==> src/rtl/frame_pair_pkg.sv <==
// Shared types and constants for the frame-pair streamer.
// FSM state, phase encoding and tuser bit positions.
package frame_pair_pkg;

    typedef enum logic [1:0] {
        IDLE  = 2'd0,
        ISSUE = 2'd1,
        DRAIN = 2'd2
    } state_t;

    typedef enum logic {
        OLD = 1'b0,
        NEW = 1'b1
    } phase_t;

    localparam int unsigned TUSER_SOP   = 0;
    localparam int unsigned TUSER_PHASE = 1;
    // Slot tag layout: {tlast, tuser[1:0]}
    localparam int unsigned TAG_W       = 3;

endpackage

==> src/rtl/frame_pair_slot_buf.sv <==
// Ring of slots with separate issue/response/read pointers, so reads can be
// launched ahead of their data and drained in order to the stream.
module frame_pair_slot_buf #(
    parameter int unsigned DATA_W = 128,
    parameter int unsigned DEPTH  = 4,
    parameter int unsigned TAG_W  = 3,
    localparam int unsigned IDX_W = $clog2(DEPTH),
    localparam int unsigned PTR_W = IDX_W + 1
) (
    input  logic              clk,
    input  logic              rst,
    input  logic              alloc_en,
    input  logic [TAG_W-1:0]  alloc_tag,
    input  logic              resp_valid,
    input  logic [DATA_W-1:0] resp_data,
    input  logic              pop,
    output logic [PTR_W-1:0]  allocated,
    output logic [PTR_W-1:0]  filled,
    output logic [DATA_W-1:0] head_data,
    output logic [TAG_W-1:0]  head_tag
);

    logic [DATA_W-1:0] data_mem [DEPTH];
    logic [TAG_W-1:0]  tag_mem  [DEPTH];
    logic [PTR_W-1:0]  issue_ptr;
    logic [PTR_W-1:0]  resp_ptr;
    logic [PTR_W-1:0]  rd_ptr;
    logic              resp_accept;
    logic              head_valid;
    logic              pop_en;

    assign allocated  = issue_ptr - rd_ptr;
    assign filled     = resp_ptr - rd_ptr;
    assign head_valid = (filled != '0);
    // A response with nothing outstanding (e.g. after reset) has no slot.
    assign resp_accept = resp_valid && (resp_ptr != issue_ptr);
    assign pop_en      = pop && head_valid;

    always_ff @(posedge clk or posedge rst) begin
        if (rst) begin
            issue_ptr <= '0;
            resp_ptr  <= '0;
            rd_ptr    <= '0;
        end else begin
            if (alloc_en)
                issue_ptr <= issue_ptr + PTR_W'(1);
            if (resp_accept)
                resp_ptr <= resp_ptr + PTR_W'(1);
            if (pop_en)
                rd_ptr <= rd_ptr + PTR_W'(1);
        end
    end

    always_ff @(posedge clk) begin
        if (alloc_en)
            tag_mem[issue_ptr[IDX_W-1:0]] <= alloc_tag;
        if (resp_accept)
            data_mem[resp_ptr[IDX_W-1:0]] <= resp_data;
    end

    // Storage is not reset; gating keeps the idle outputs at zero.
    always_comb begin
        head_data = '0;
        head_tag  = '0;
        if (head_valid) begin
            head_data = data_mem[rd_ptr[IDX_W-1:0]];
            head_tag  = tag_mem[rd_ptr[IDX_W-1:0]];
        end
    end

endmodule

==> src/rtl/frame_pair_streamer.sv <==
// Streams (old, new) frame pairs from word-addressed memory onto AXI4-Stream.
// Define FRAME_PAIR_LOOP_EN for continuous lapping with a stop input.
module frame_pair_streamer
    import frame_pair_pkg::*;
#(
    parameter int unsigned DATA_W          = 128,
    parameter int unsigned BEATS_PER_FRAME = 16384,
    parameter int unsigned N_FRAMES        = 2,
    parameter int unsigned FRAME_LAG       = 1,
    parameter int unsigned ADDR_W          = 32,
    parameter int unsigned BASE_ADDR       = 0,
    parameter int unsigned FIFO_DEPTH      = 4
) (
    input  logic              s_axis_aclk,
    input  logic              rst,
    input  logic              start,
`ifdef FRAME_PAIR_LOOP_EN
    input  logic              stop,
`endif
    output logic              busy,
    output logic              done,
    output logic              mem_rd_en,
    output logic [ADDR_W-1:0] mem_rd_addr,
    input  logic              mem_rd_valid,
    input  logic [DATA_W-1:0] mem_rd_data,
    output logic [DATA_W-1:0] m_axis_tdata,
    output logic              m_axis_tvalid,
    input  logic              m_axis_tready,
    output logic              m_axis_tlast,
    output logic [1:0]        m_axis_tuser
);

    localparam int unsigned FW    = (N_FRAMES > 1) ? $clog2(N_FRAMES) : 1;
    localparam int unsigned BW    = $clog2(BEATS_PER_FRAME);
    localparam int unsigned PTR_W = $clog2(FIFO_DEPTH) + 1;

    state_t            state;
    state_t            state_nxt;
    logic [FW-1:0]     frame_cnt;
    phase_t            phase;
    logic [BW-1:0]     beat_cnt;
    logic [PTR_W-1:0]  allocated;
    logic [PTR_W-1:0]  filled;
    logic              issue;
    logic              pop;
    logic              last_beat;
    logic              pair_end;
    logic              run_end;
    logic              done_w;
    logic [1:0]        issue_user;
    logic [TAG_W-1:0]  issue_tag;
    logic [TAG_W-1:0]  head_tag;
    logic [ADDR_W-1:0] frame_a;
    logic [ADDR_W-1:0] src_frame;
    logic [ADDR_W-1:0] issue_addr;

    assign issue     = (state == ISSUE) && (allocated < PTR_W'(FIFO_DEPTH));
    assign last_beat = (beat_cnt == BW'(BEATS_PER_FRAME - 1));
    assign pair_end  = issue && (phase == NEW) && last_beat;
    assign pop       = m_axis_tvalid && m_axis_tready;
    assign done_w    = (state == DRAIN) && pop && (allocated == PTR_W'(1));

`ifdef FRAME_PAIR_LOOP_EN
    logic stop_req;

    always_ff @(posedge s_axis_aclk or posedge rst) begin
        if (rst)
            stop_req <= 1'b0;
        else if (state == IDLE)
            stop_req <= 1'b0;
        else if (stop)
            stop_req <= 1'b1;
    end

    assign run_end = pair_end && (stop_req || stop);
`else
    assign run_end = pair_end && (frame_cnt == FW'(N_FRAMES - 1));
`endif

    always_ff @(posedge s_axis_aclk or posedge rst) begin
        if (rst)
            state <= IDLE;
        else
            state <= state_nxt;
    end

    always_comb begin
        state_nxt = state;
        case (state)
            IDLE:    if (start)   state_nxt = ISSUE;
            ISSUE:   if (run_end) state_nxt = DRAIN;
            DRAIN:   if (done_w)  state_nxt = IDLE;
            default: state_nxt = IDLE;
        endcase
    end

    // Beat, then phase, then frame; frame wraps so a looping run restarts at 0.
    always_ff @(posedge s_axis_aclk or posedge rst) begin
        if (rst) begin
            frame_cnt <= '0;
            phase     <= OLD;
            beat_cnt  <= '0;
        end else if (state == IDLE) begin
            frame_cnt <= '0;
            phase     <= OLD;
            beat_cnt  <= '0;
        end else if (issue) begin
            if (!last_beat) begin
                beat_cnt <= beat_cnt + BW'(1);
            end else begin
                beat_cnt <= '0;
                if (phase == OLD) begin
                    phase <= NEW;
                end else begin
                    phase <= OLD;
                    if (frame_cnt == FW'(N_FRAMES - 1))
                        frame_cnt <= '0;
                    else
                        frame_cnt <= frame_cnt + FW'(1);
                end
            end
        end
    end

    always_comb begin
        frame_a = ADDR_W'(frame_cnt);
        if (phase == NEW)
            src_frame = frame_a;
        else if (frame_a >= ADDR_W'(FRAME_LAG))
            src_frame = frame_a - ADDR_W'(FRAME_LAG);
        else
            src_frame = '0;
        issue_addr = ADDR_W'(BASE_ADDR) + src_frame * ADDR_W'(BEATS_PER_FRAME)
                   + ADDR_W'(beat_cnt);
        issue_user              = '0;
        issue_user[TUSER_SOP]   = (beat_cnt == '0);
        issue_user[TUSER_PHASE] = phase;
        issue_tag = {(phase == NEW) && last_beat, issue_user};
    end

    always_comb begin
        busy        = (state != IDLE);
        done        = done_w;
        mem_rd_en   = issue;
        mem_rd_addr = issue ? issue_addr : '0;
    end

    frame_pair_slot_buf #(
        .DATA_W (DATA_W),
        .DEPTH  (FIFO_DEPTH),
        .TAG_W  (TAG_W)
    ) u_slot_buf (
        .clk        (s_axis_aclk),
        .rst        (rst),
        .alloc_en   (issue),
        .alloc_tag  (issue_tag),
        .resp_valid (mem_rd_valid),
        .resp_data  (mem_rd_data),
        .pop        (pop),
        .allocated  (allocated),
        .filled     (filled),
        .head_data  (m_axis_tdata),
        .head_tag   (head_tag)
    );

    assign m_axis_tvalid = (filled != '0);
    assign {m_axis_tlast, m_axis_tuser} = head_tag;

endmodule

==> config.mk <==
export PLATFORM = sky130hd
export DESIGN_NAME = frame_pair_streamer
export DESIGN_NICKNAME = d
export VERILOG_FILES = /design/src/rtl/frame_pair_pkg.sv /design/src/rtl/frame_pair_slot_buf.sv /design/src/rtl/frame_pair_streamer.sv
export SDC_FILE = /design/constraint.sdc
export NUM_CORES = 1
export LEC_CHECK = 0
export CAP_MARGIN = 20
export CORE_UTILIZATION = 55
export CTS_CLUSTER_SIZE = 8
export DETAILED_ROUTE_END_ITERATION = 12
export HOLD_SLACK_MARGIN = 0.06
export PLACE_DENSITY_LB_ADDON = 0.05
export SLEW_MARGIN = 20
export SYNTH_ARGS = -nofsm -noshare
export SYNTH_HDL_FRONTEND = slang
export SYNTH_SLANG_ARGS = --single-unit
==> constraint.sdc <==
create_clock -name s_axis_aclk -period 6 [get_ports s_axis_aclk]
set_input_delay 1.2 -clock s_axis_aclk [delete_from_list [all_inputs] [get_ports s_axis_aclk]]
set_output_delay 1.2 -clock s_axis_aclk [all_outputs]
set_load 0.01 [all_outputs]
Yosys cells after proc, flatten, opt, wreduce, memory -nomap -nowiden
Memory sizes are Yosys's and may differ from the RTL's.
Cells that the tools add are included.
- register bits after elaboration: 27
- latch bits: 0
- memory bits (writable): 524
- memory bits (read-only): 0
- output and inout bits: 167
- logic and storage cells: 73
- memories: 2
- memories (memory ; depth ; width ; rd ports ; clocked after Yosys merged registers in ; wr ports ; RTL line ; RTL):
    u_slot_buf.data_mem ; 4 ; 128 ; 1 ; 0 ; 1 ; frame_pair_slot_buf.sv:23 ; logic [DATA_W-1:0] data_mem [DEPTH];
    u_slot_buf.tag_mem ; 4 ; 3 ; 1 ; 0 ; 1 ; frame_pair_slot_buf.sv:24 ; logic [TAG_W-1:0] tag_mem [DEPTH];
- add/subtract/negate cells: 9
- multipliers: 0
- divide/modulo/power cells: 0
- magnitude comparators: 2
- equality and inequality tests: 8
- shift operators: 0
- mux-type cells: 25
- bitwise operators: 0
- reductions and logical operators: 20
- operators by type and width (operator ; number):
    $mux 128 ; 1
    $mux 14 ; 3
    $mux 18 ; 2
    $add 32x14->32 ; 1
    $mux 32 ; 1
    $add 14x1->14 const B ; 1
    $eq 14x14->1 const B ; 1
    $logic_not 14->1 ; 1
    $mux 1 ; 13
    $logic_and 1x1->1 ; 10
    $add 3x1->3 const B ; 3
    $reduce_bool 2->1 ; 4
    $mux 2 ; 3
    $ne 2x2->1 const B ; 3
    $pmux 2 s3 ; 1
    $reduce_and 3->1 ; 2
    $sub 3x3->3 ; 2
    $eq 3x1->1 const B ; 1
    $lt 3x3->1 const B ; 1
    $mux 3 ; 1
    $ne 3x3->1 ; 1
    $reduce_bool 3->1 ; 1
    $eq 2x1->1 const B ; 1
    $eq 2x2->1 const B ; 1
    5 further kinds ; 5

Longest topological paths before layout
- depth after elaboration: 8
- depth in mapped cells: 11
- mapped depth without buffers: 8

Modules after synthesis
A second synthesis with hierarchy kept.
- cells, all modules: 1053
- area, all modules: 21778.4 um2
- by module, submodules not included (module ; instances ; cells an instance ; area each (um2) ; sequential area each (um2)):
    frame_pair_slot_buf ; 1 ; 900 ; 20485.9 ; 15960.3
    frame_pair_streamer ; 1 ; 153 ; 1292.5 ; 450.4

Worst setup path before layout
No wires, ideal clock.
- kind: input to register
- from: in mem_rd_valid
- to: mem u_slot_buf.data_mem[3][0] (enable)
- arrival time: 4.429 ns
- setup slack: 1.066 ns
- stages: 2
- buffers on the path: 0
- cell sequence: o31a_1 > and2_1
- longest elaborated chain between the ends: 3
- RTL lines (item ; RTL line ; RTL):
    start: declaration ; frame_pair_streamer.sv:24 ; input logic mem_rd_valid,
    $logic_and 1x1->1 ; frame_pair_slot_buf.sv:36 ; assign resp_accept = resp_valid && (resp_ptr != issue_ptr);
    $mux 1 ; frame_pair_slot_buf.sv:57 ; if (resp_accept)
    $mux 1 (implied by the code) ; frame_pair_slot_buf.sv:58 ; data_mem[resp_ptr[IDX_W-1:0]] <= resp_data;
    end: declaration ; frame_pair_slot_buf.sv:23 ;
No other way between the ends.

Worst setup path after layout
- from: reg u_slot_buf.rd_ptr[0]
- to: out mem_rd_addr[7]
- longest elaborated chain between the ends: 4
- RTL lines (item ; RTL line ; RTL):
    start: declaration ; frame_pair_slot_buf.sv:27 ; logic [PTR_W-1:0] rd_ptr;
    start signal: assignment ; frame_pair_slot_buf.sv:50 ; rd_ptr <= rd_ptr + PTR_W'(1);
    $sub 3x3->3 ; frame_pair_slot_buf.sv:32 ; assign allocated = issue_ptr - rd_ptr;
    $lt 3x3->1 ; frame_pair_streamer.sv:57 ; assign issue = (state == ISSUE) && (allocated < PTR_W'(FIFO_DEPTH));
    $logic_and 1x1->1 ; frame_pair_streamer.sv:57 ;
    $mux 32 ; frame_pair_streamer.sv:145 ; mem_rd_addr = issue ? issue_addr : '0;
    end: declaration ; frame_pair_streamer.sv:23 ; output logic [ADDR_W-1:0] mem_rd_addr,
No other way between the ends.

==> flow_metrics.py <==
metrics = {
    "sta": {
        "final-hold-violation-count": 0,
        "min_period_ns": 5.463,
        "slew_violations": 0,
        "whs_ns": 0.5304,
        "max_freq_ghz": 0.1830,
        "setup_viol": 0,
        "worst_pin_slew_ns": 0.9448,
        "tns_ns": 0,
        "fin_skew_ns": 0.02887,
        "rsz0062_at_grt": "false",
        "min_period_over_period": 0.9106,
        "slew_headroom": 0.3702,
    },
    "layout": {
        "drive_gt1_frac": 0.1741,
        "filler_cell_count": 2461,
        "fin_nets": 1514,
        "layout_commonest_cell": "edfxtp_1",
        "final_util": 0.7000,
        "final_cell_mix": "edfxtp_1, clkdlybuf4s50_1, nor2b_1",
        "area_growth_pct": 25.18,
    },
    "setup_path": {
        "critPathArrivalTime_ns": 4.26,
        "critPathMaxFanout": 27,
        "reg2regPathDepth": 6,
        "worst-r2r-setup-slack_ns": 2.45,
        "crit_family": "buffers and inverters",
        "max_stage_delay_ns": 0.68,
        "slowest_stage": "dfrtp_4",
        "cp_num_buf_inv": 2,
        "worst_ep_required_time_ns": 4.80,
        "crit_path_start_kind": "flip-flop",
        "crit-reg2reg-capture": "u_slot_buf.tag_mem[3][2]",
        "cp.depth": 7,
        "cp_cell_sequence": "ha_1 -> fa_1 -> xor3_1 -> or3b_1 -> inv_1 -> and2_2 -> clkdlybuf4s50_1",
        "cp-end-kind": "output pin",
        "r2r-start": "u_slot_buf.rd_ptr[0]",
        "crit_type": "flip-flop to output pin",
    },
    "synthesis": {
        "syn_inst": 1048,
        "synth-async-reset-ratio": 0.04900,
        "yosysSeqAreaShare": 0.7576,
        "yosysUniqueCellTypes": 48,
        "synth_ff_type": "edfxtp_1",
        "syn_area_mm2": 0.02166,
        "ys_ff_latch": 551,
        "synth-edff-count": 524,
        "synth.avg_cell_area_um2": 20.67,
        "yosysWarnings": 0,
    },
    "floorplan": {
        "core_mm2": 0.03874,
        "die_area_mm2": 0.04018,
        "num_rows": 72,
        "start_util": 0.5592,
        "die-height_um": 200.5,
        "fp.dieW_um": 200.5,
        "io_pins": 300,
    },
    "status": {
        "status": "finished clean",
    },
    "routing": {
        "first_iter_violations": 655,
        "first_pass_iters": 5,
        "vias": 10655,
        "route.detailed.drc": 0,
        "wl_um": 42030,
        "ant_nets": 0,
        "wl_per_cell_um": 22.07,
        "drt-vias-per-instance": 5.596,
    },
    "clocking": {
        "hold_buffers": 0,
        "cts_resized": 0,
        "cts_buffers": 78,
        "cts_tree": "built",
        "root_buffer": "clkbuf_16",
        "htreeDepth": 3,
        "post-cts-setup-buffers": 0,
        "clkLatencyLatePin_ns": 0.59,
        "cts_buffer_depth": 3,
        "cts.sinks": 551,
        "path_clk_slew_ns": 0.05,
    },
    "global_routing": {
        "antenna_found_initial": 6,
        "grt_pass1_vias": 11462,
        "grt_overflow": 0,
        "grt_max_degree": 110,
        "grt_pass1_wl_um": 65130,
        "grt_usage": 0.2156,
    },
    "hold_path": {
        "hold_path.class": "flip-flop to flip-flop",
        "hold_start": "u_slot_buf.rd_ptr[2]",
        "min_delay_path_depth": 1,
        "hold_end": "u_slot_buf.rd_ptr[2]",
    },
    "power_and_ir_drop": {
        "powerDensity_mw_per_mm2": 573.9,
        "ir_drop_mv": 0.4832,
        "power_leakage_nw": 9.033,
    },
    "place": {
        "dp_hpwl_um": 23560,
        "io_buffers": 282,
        "gp_congestion": 0.8118,
    },
    "flow_run": {
        "maxCapViolCount": 0,
    },
}
## cells in the mapped netlist (2+ instances only)
master	count	area share
mux4_2	131	0.14
buf_2	15	0.0035
a211oi_1	3	0.0010
and2_1	18	0.0052
nand2_1	8	0.0014
xor2_1	5	0.0020
a21o_1	3	0.0010
nor4_1	3	0.00087
o31ai_1	3	0.0010
nor2_1	16	0.0028
a2111oi_0	4	0.0016
nand3_1	8	0.0018
clkbuf_1	37	0.0064
xnor2_1	14	0.0057
nor3_1	4	0.00092
inv_1	15	0.0026
nor2b_1	132	0.038
or4_1	5	0.0017
edfxtp_1	524	0.73
ha_1	14	0.0081
nand4_1	4	0.0012
dfrtp_1	27	0.031
buf_4	17	0.0059
o21ai_0	4	0.00092
buf_1	2	0.00035
nand2b_1	2	0.00058
nand3b_1	2	0.00069
a21oi_1	8	0.0018
## cells by family (layout without fill, tap and decap cells)
kind of cell               Yosys count  count (layout)  share of synthesized area
DFF                                551             551                     0.7576
and+or+nand+nor                    211             211                    0.05886
muxes                              132             132                     0.1367
buffers and inverters               87             407                    0.01895
AOI/OAI and AO/OA                   31              31                   0.009878
xor gates and xnor gates            20              20                   0.008780
adders and majority gates           15              15                   0.009011
other                                1              19                  0.0001731
## stage by stage
stage | area [um2] | setup WS (ns) | instances | power (mW)
6_report | 27120 | 0.5365 | 1904 | 15.56
5_1_grt | 27110 | 0.2737 | 1903 | 16.34
4_1_cts | 27110 | 0.4521 | 1902 | 15.80
3_5_place_dp | 25030 | 1.105 | 1804 | 11.93
3_3_place_gp | 25030 | 1.168 | 1804 | 11.90
2_1_floorplan | 21720 | 1.066 | 1064 | 8.969
## flip-flops by register name, summed over array words and instances (netlist names)
register / flops
u_slot_buf.data_mem: 512
beat_cnt: 14
u_slot_buf.tag_mem: 12
u_slot_buf.issue_ptr: 3
u_slot_buf.rd_ptr: 3
u_slot_buf.resp_ptr: 3
state: 2
frame_cnt: 1
phase: 1
## worst max path at each step
stage / slack (ns) / to / startpoint
after floorplan: 1.07 / u_slot_buf.data_mem[3][0] / mem_rd_valid
after global placement: 1.17 / mem_rd_addr[7] / u_slot_buf.rd_ptr[0]
after detailed placement: 1.10 / mem_rd_addr[7] / u_slot_buf.rd_ptr[0]
after CTS: 0.45 / mem_rd_addr[14] / u_slot_buf.rd_ptr[0]
after global routing: 0.27 / mem_rd_addr[7] / u_slot_buf.rd_ptr[0]
final: 0.54 / mem_rd_addr[7] / u_slot_buf.rd_ptr[0]
## power by group
part | internal [mW] | switching (mW)
clock network | 2.34 | 1.46
registers | 5.20 | 0.297
logic | 3.24 | 3.03
## routing by layer
layer,track usage,share of wire,wire [um]
met3,0.06006,0.077,3239
met1,0.2842,0.40,16990
met2,0.3488,0.50,20850
met4,0.07525,0.022,910
met5,0,0.00086,36
## cell type report
class	count	area, um2	area share
timing repair buffer	294	2988	0.1102
tap	518	648.1	0.02390
inverter	15	56.30	0.002076
multi-input combinational	426	4917	0.1813
sequential	551	16420	0.6055
antenna	2	5.005	0.0001846
clock inverter	4	50.05	0.001846
clock buffer	94	2033	0.07498
No activity file was read; power rests on OpenSTA's default activity.
